## config.mk

```make
export PLATFORM = sky130hd
export DESIGN_NAME = branch_predictor
export DESIGN_NICKNAME = d
export VERILOG_FILES = /design/src/rtl/bp_pkg.sv /design/src/rtl/sat_counter2.sv /design/src/rtl/branch_predictor.sv
export SDC_FILE = /design/constraint.sdc
export NUM_CORES = 2
export LEC_CHECK = 0
export ABC_AREA = 1
export ABC_CLOCK_PERIOD_IN_PS = 11900
export BUFFER_PORTS_ARGS = -buffer_cell sky130_fd_sc_hd__buf_2
export CAP_MARGIN = 0
export CELL_PAD_IN_SITES_DETAIL_PLACEMENT = 1
export CELL_PAD_IN_SITES_GLOBAL_PLACEMENT = 2
export CORE_MARGIN = 1.5
export CORE_UTILIZATION = 42
export DETAILED_ROUTE_END_ITERATION = 6
export PLACE_DENSITY_LB_ADDON = 0.12
export SLEW_MARGIN = 30
export SYNTH_ARGS = -nofsm -noshare
export SYNTH_HDL_FRONTEND = slang
export SYNTH_HIERARCHICAL = 1
export SYNTH_SLANG_ARGS = --single-unit
```

## constraint.sdc

```tcl
create_clock -name clk -period 11.9 [get_ports clk]
set_input_delay 2.38 -clock clk [delete_from_list [all_inputs] [get_ports clk]]
set_output_delay 2.38 -clock clk [all_outputs]
set_load 0.05 [all_outputs]
```

## src/rtl/bp_pkg.sv

```systemverilog
// Shared encodings and constants for the fetch-side branch predictor.
package bp_pkg;

    typedef enum logic [1:0] {
        SNT = 2'b00,
        WNT = 2'b01,
        WT  = 2'b10,
        ST  = 2'b11
    } ctr_e;

    localparam logic [1:0]  CTR_RESET = WNT;
    localparam logic [31:0] PC_STEP   = 32'd4;

endpackage : bp_pkg

```

## src/rtl/sat_counter2.sv

```systemverilog
// Next-state logic for a 2-bit saturating taken/not-taken counter.
module sat_counter2
    import bp_pkg::*;
(
    input  logic [1:0] cur_i,
    input  logic       taken_i,
    output logic [1:0] next_o
);

    always_comb begin
        // NOTE: assign a default first so no path through the block leaves next_o unassigned (which would infer a latch).
        next_o = cur_i;
        if (taken_i) begin
            if (cur_i != ST) next_o = cur_i + 2'd1;
        end else begin
            if (cur_i != SNT) next_o = cur_i - 2'd1;
        end
    end

endmodule : sat_counter2

```

## src/rtl/branch_predictor.sv

```systemverilog
// Direct-mapped BTB with 2-bit counters: combinational Fetch prediction,
// Execute-stage mispredict detection, table training and perf counters.
module branch_predictor
    import bp_pkg::*;
#(
    parameter int INDEX_BITS = 4
) (
    input  logic        clk,
    input  logic        reset,
    input  logic [31:0] PCF,
    output logic        PredTakenF,
    output logic [31:0] PredTargetF,
    input  logic        BranchE,
    input  logic        TakenE,
    input  logic [31:0] PCE,
    input  logic [31:0] TargetE,
    input  logic        PredTakenE,
    input  logic [31:0] PredTargetE,
    output logic        MispredictE,
    output logic [31:0] RedirectPCE,
    output logic [15:0] BranchCount,
    output logic [15:0] MispredictCount
);

    localparam int ENTRIES = 1 << INDEX_BITS;
    localparam int TAG_W   = 32 - INDEX_BITS - 2;

    logic             valid_q  [ENTRIES];
    logic [TAG_W-1:0] tag_q    [ENTRIES];
    logic [31:0]      target_q [ENTRIES];
    logic [1:0]       ctr_q    [ENTRIES];

    logic [15:0] branch_cnt_q, branch_cnt_d;
    logic [15:0] mispred_cnt_q, mispred_cnt_d;

    logic [INDEX_BITS-1:0] idx_f, idx_e;
    logic [TAG_W-1:0]      tag_f, tag_e;
    logic                  hit_f, hit_e;
    logic [1:0]            ctr_trained;
    logic [1:0]            ctr_d;

    assign idx_f = PCF[INDEX_BITS+1:2];
    assign tag_f = PCF[31:INDEX_BITS+2];
    assign idx_e = PCE[INDEX_BITS+1:2];
    assign tag_e = PCE[31:INDEX_BITS+2];

    // Prediction is forced off while reset is held so Fetch falls through.
    assign hit_f       = valid_q[idx_f] && (tag_q[idx_f] == tag_f);
    assign PredTakenF  = reset && hit_f && ctr_q[idx_f][1];
    assign PredTargetF = PredTakenF ? target_q[idx_f] : PCF + PC_STEP;

    assign MispredictE = BranchE &&
                         ((TakenE != PredTakenE) || (TakenE && (PredTargetE != TargetE)));
    assign RedirectPCE = TakenE ? TargetE : PCE + PC_STEP;

    assign hit_e = valid_q[idx_e] && (tag_q[idx_e] == tag_e);

    sat_counter2 u_sat_counter2 (
        .cur_i   (ctr_q[idx_e]),
        .taken_i (TakenE),
        .next_o  (ctr_trained)
    );

    // A miss allocates with a weak counter biased toward the observed outcome.
    assign ctr_d = hit_e ? ctr_trained : (TakenE ? WT : WNT);

    always_comb begin
        branch_cnt_d  = branch_cnt_q;
        mispred_cnt_d = mispred_cnt_q;
        if (BranchE && (branch_cnt_q != 16'hFFFF))      branch_cnt_d  = branch_cnt_q + 16'd1;
        if (MispredictE && (mispred_cnt_q != 16'hFFFF)) mispred_cnt_d = mispred_cnt_q + 16'd1;
    end

    always_ff @(posedge clk) begin
        if (!reset) begin
            // NOTE: the table is a flat register array, so clearing every entry in reset is legal and required here; a RAM-backed table could not do this.
            for (int i = 0; i < ENTRIES; i++) begin
                valid_q[i]  <= 1'b0;
                tag_q[i]    <= '0;
                target_q[i] <= '0;
                ctr_q[i]    <= CTR_RESET;
            end
            branch_cnt_q  <= '0;
            mispred_cnt_q <= '0;
        end else begin
            // NOTE: non-blocking assignments so every register samples pre-edge values regardless of statement order.
            branch_cnt_q  <= branch_cnt_d;
            mispred_cnt_q <= mispred_cnt_d;
            if (BranchE) begin
                valid_q[idx_e]  <= 1'b1;
                tag_q[idx_e]    <= tag_e;
                target_q[idx_e] <= TargetE;
                ctr_q[idx_e]    <= ctr_d;
            end
        end
    end

    assign BranchCount     = branch_cnt_q;
    assign MispredictCount = mispred_cnt_q;

endmodule : branch_predictor

```

==> metrics.txt <==
I/O Buffers=230; wire length of the first global-routing pass=331000 µm; fraction of final layout cells sized beyond drive strength 1=0.0864; DIE WIDTH=around 360 µm; post-synthesis sequential area ratio=0.566; number of buffers inserted to repair setup after CTS=0; endpoint required time on the critical path=9.52 ns; Layout Nets=6306; die area=between 0.1 and 0.15 mm²; status=finished with violations; setup-violating endpoint count in the final report=0; path type of the worst min-delay path=reg2reg; share of the synthesized area in the top cell type=0.548; endpoint class of the critical path=primary output; Synth-to-Final Area Change=10.9%; launch point of the worst path=PCF[4]; average wire length per cell after detail routing=29.6 µm; endpoint of the worst-slack reg-to-reg timing path=ctr_q[9][0]; measured slew at the worst slew-check pin=1.10 ns; Worst-Skew Late Latency=0.76 ns; synthesized area divided by synthesized cell count=8.50 µm²; post-CTS clock slew at the launch and capture registers of the worst setup and hold paths=~0.06 ns; gp weighted congestion=approximately 0.91; first-iteration detailed-routing DRC count=5690; most common cell after layout, fill and taps aside=sky130_fd_sc_hd__nor2_1; antenna-violating nets left=0; final wirelength=about 230000 µm; violations in the final reports=DRC; vias in the first global route=around 47k; global-route congestion overflow total=0; cell area after synthesis=roughly 0.053 mm²; number of detailed-route iterations in the first pass=7; Synth Warn #=6; number of rows created at floorplan=around 130; clock buffers created by TritonCTS=115; antenna violations before repair=17; worst flop-to-flop path startpoint=tag_q[4][1]; DIE HEIGHT=around 360 µm; Global Route Usage Sum=0.363; cell taking the most area after synthesis=sky130_fd_sc_hd__edfxtp_1; final clock period utilization by the worst path=0.810; final hold vios=0; maximum fanout along the worst path=28; worst ir drop on vdd=~130 µV; area of the core=around 0.12 mm²; clock tree from TritonCTS=done; depth of the CTS H-tree=3; power density cells=about 150 mW/mm²; Resized Gates After CTS=0; number of cells on the worst reg-to-reg path=15; cell types occupying the most area after synthesis=sky130_fd_sc_hd__edfxtp_1 (55%), sky130_fd_sc_hd__nor2_1 (11%), sky130_fd_sc_hd__nand2_1 (9.0%), sky130_fd_sc_hd__o21ai_0 (4.8%), sky130_fd_sc_hd__nand3_1 (2.8%); Fin Hold WS=about 0.47 ns; number of clock sinks seen by CTS=1008; Cells after Synth=a little over 6k; cell area after layout=approximately 0.058 mm²; relative max-transition margin=0.267; maximum number of pins on one net before global-route repair=184; Final Skew=approximately 0.032 ns; number of synthesized flops with an enable pin=960; pre-CTS setup slack=2.20 ns; Synth async-reset ratio=0; initial core utilization=0.425; leakage power figure=around 23 nW; remaining design rule violation count=12; buffer depth of the longest clock path=3; via count of the routed design=~48k; syn nets=between 6k and 7k; capturing element of the worst setup path=PredTargetF[5]; flip-flop and latch count after synthesis=a little over 1k; number of placed I/O pins=around 230; reg-to-reg slack, setup=8.48 ns; Setup CP Type=in2out; number of unique standard cell types used by synthesis=between 40 and 50; placed inst area=0.0547 mm²; Fin Setup TNS=0 ns; commonest cells after routing, fill and taps aside=sky130_fd_sc_hd__nor2_1 (1525), sky130_fd_sc_hd__nand2_1 (1240), sky130_fd_sc_hd__edfxtp_1 (960); Avg Vias per Cell=6.04; library cell used as clock root buffer=sky130_fd_sc_hd__clkbuf_16; post-layout utilization of the core=0.471; critical path startpoint category=primary input; crit path time final=around 9.6 ns; critical path data arrival time=between 7 and 8 ns; Pins Over Slew Limit=0; achievable frequency=between 0.1 and 0.15 GHz; FILL cells=between 10k and 15k; worst setup slack after layout=roughly 2.3 ns; final HPWL from detailed placement=~140000 µm; number of maximum-capacitance constraint violations=0; Post-CTS Hold Buffers=0; most used flip-flop cell after synthesis=sky130_fd_sc_hd__edfxtp_1; RSZ-0062 raised after global routing=no
-- power by group --
part / total, W / switching [W] / internal (W)
clock network: 0.00350 / 0.00155 / 0.00195
logic: 0.00113 / 0.000885 / 0.000245
registers: 0.00414 / 0.0000665 / 0.00408
total: 0.00877 / 0.00250 / 0.00627
-- through the flow --
step                      power, W  instances
final                      0.00877       7903
after global routing       0.00901       7902
after CTS                  0.00877       7900
after detailed placement   0.00532       7686
after global placement     0.00530       7685
after floorplan            0.00485       6194
-- flip-flops by register name, summed over array words and instances, names as in the netlist --
| signal | flops |
|---|---|
| valid_q | 16 |
| target_q | 512 |
| MispredictCount | 16 |
| tag_q | 416 |
| BranchCount | 16 |
| ctr_q | 32 |
-- cell type report --
class	instances	area, µm²	share of cell area
Multi-Input combinational cell	4268	19200	0.329
Sequential cell	1008	29800	0.510
Antenna cell	3	7.51	0.000129
Inverter	459	1780	0.0304
Clock inverter	55	485	0.00832
Timing Repair Buffer	314	1900	0.0325
Clock buffer	159	3170	0.0543
Tap cell	1637	2050	0.0351
-- per-layer routing --
| layer | share of wire | up-vias | global-route usage | routed length, µm |
|---|---|---|---|---|
| met2 | 0.45 | 2517 | 0.572 | 105000 |
| met5 | 0.00040 | - | 0 | 93 |
| met3 | 0.099 | 469 | 0.0669 | 23100 |
| li1 | - | 20572 | - | - |
| met4 | 0.042 | 16 | 0.145 | 9780 |
| met1 | 0.41 | 24129 | 0.495 | 95900 |
-- synth_stat cells, types with 33 or more instances --
library cell	number
sky130_fd_sc_hd__nor2_1	1529
sky130_fd_sc_hd__nand2_1	1256
sky130_fd_sc_hd__edfxtp_1	960
sky130_fd_sc_hd__o21ai_0	504
sky130_fd_sc_hd__inv_1	382
sky130_fd_sc_hd__clkbuf_1	296
sky130_fd_sc_hd__nand3_1	293
sky130_fd_sc_hd__o211ai_1	162
sky130_fd_sc_hd__a21oi_1	157
sky130_fd_sc_hd__buf_2	115
sky130_fd_sc_hd__o22ai_1	98
sky130_fd_sc_hd__clkinv_1	68
sky130_fd_sc_hd__xor2_1	52
sky130_fd_sc_hd__dfxtp_1	48
sky130_fd_sc_hd__o221ai_1	48
sky130_fd_sc_hd__nor3_1	46
sky130_fd_sc_hd__nand4_1	33
-- worst min-delay path by stage --
| stage | from | end | cells after the start |
|---|---|---|---|
| floorplan | valid_q[11] | valid_q[11] | 2 |
| global placement | valid_q[13] | valid_q[13] | 2 |
| detailed placement | valid_q[5] | valid_q[5] | 2 |
| CTS | valid_q[5] | valid_q[5] | 2 |
| global route | valid_q[5] | valid_q[5] | 2 |
| finish | valid_q[13] | valid_q[13] | 2 |
-- cell families (layout without fill, tap and decap cells) --
family	after synthesis	in the layout	share of synthesized area
simple gates	3193	3193	0.240
flops	1008	1008	0.566
compound gates	1000	1000	0.109
buf+inv	918	987	0.0721
xor+xnor	68	68	0.0113
fa+ha+maj	7	7	0.00166
other cells	0	3	0
-- critical path: stages --
cell and delay, ns:
sky130_fd_sc_hd__buf_4 0.30, sky130_fd_sc_hd__nand2_1 0.41, sky130_fd_sc_hd__clkinv_2 0.82, sky130_fd_sc_hd__nand2_1 0.31
sky130_fd_sc_hd__nand2_1 0.24, sky130_fd_sc_hd__inv_1 0.13, sky130_fd_sc_hd__nand2_1 0.07, sky130_fd_sc_hd__nand2_1 0.09
sky130_fd_sc_hd__nand2_1 0.06, sky130_fd_sc_hd__nor2_1 0.12, sky130_fd_sc_hd__nand2_1 0.06, sky130_fd_sc_hd__nor2_1 0.16
sky130_fd_sc_hd__nand2_1 0.57, sky130_fd_sc_hd__nor2_4 0.75, sky130_fd_sc_hd__buf_16 0.26, sky130_fd_sc_hd__nand2_1 0.07
sky130_fd_sc_hd__o21ai_0 0.09, sky130_fd_sc_hd__buf_2 0.30
(Power assumes the default switching activity.)
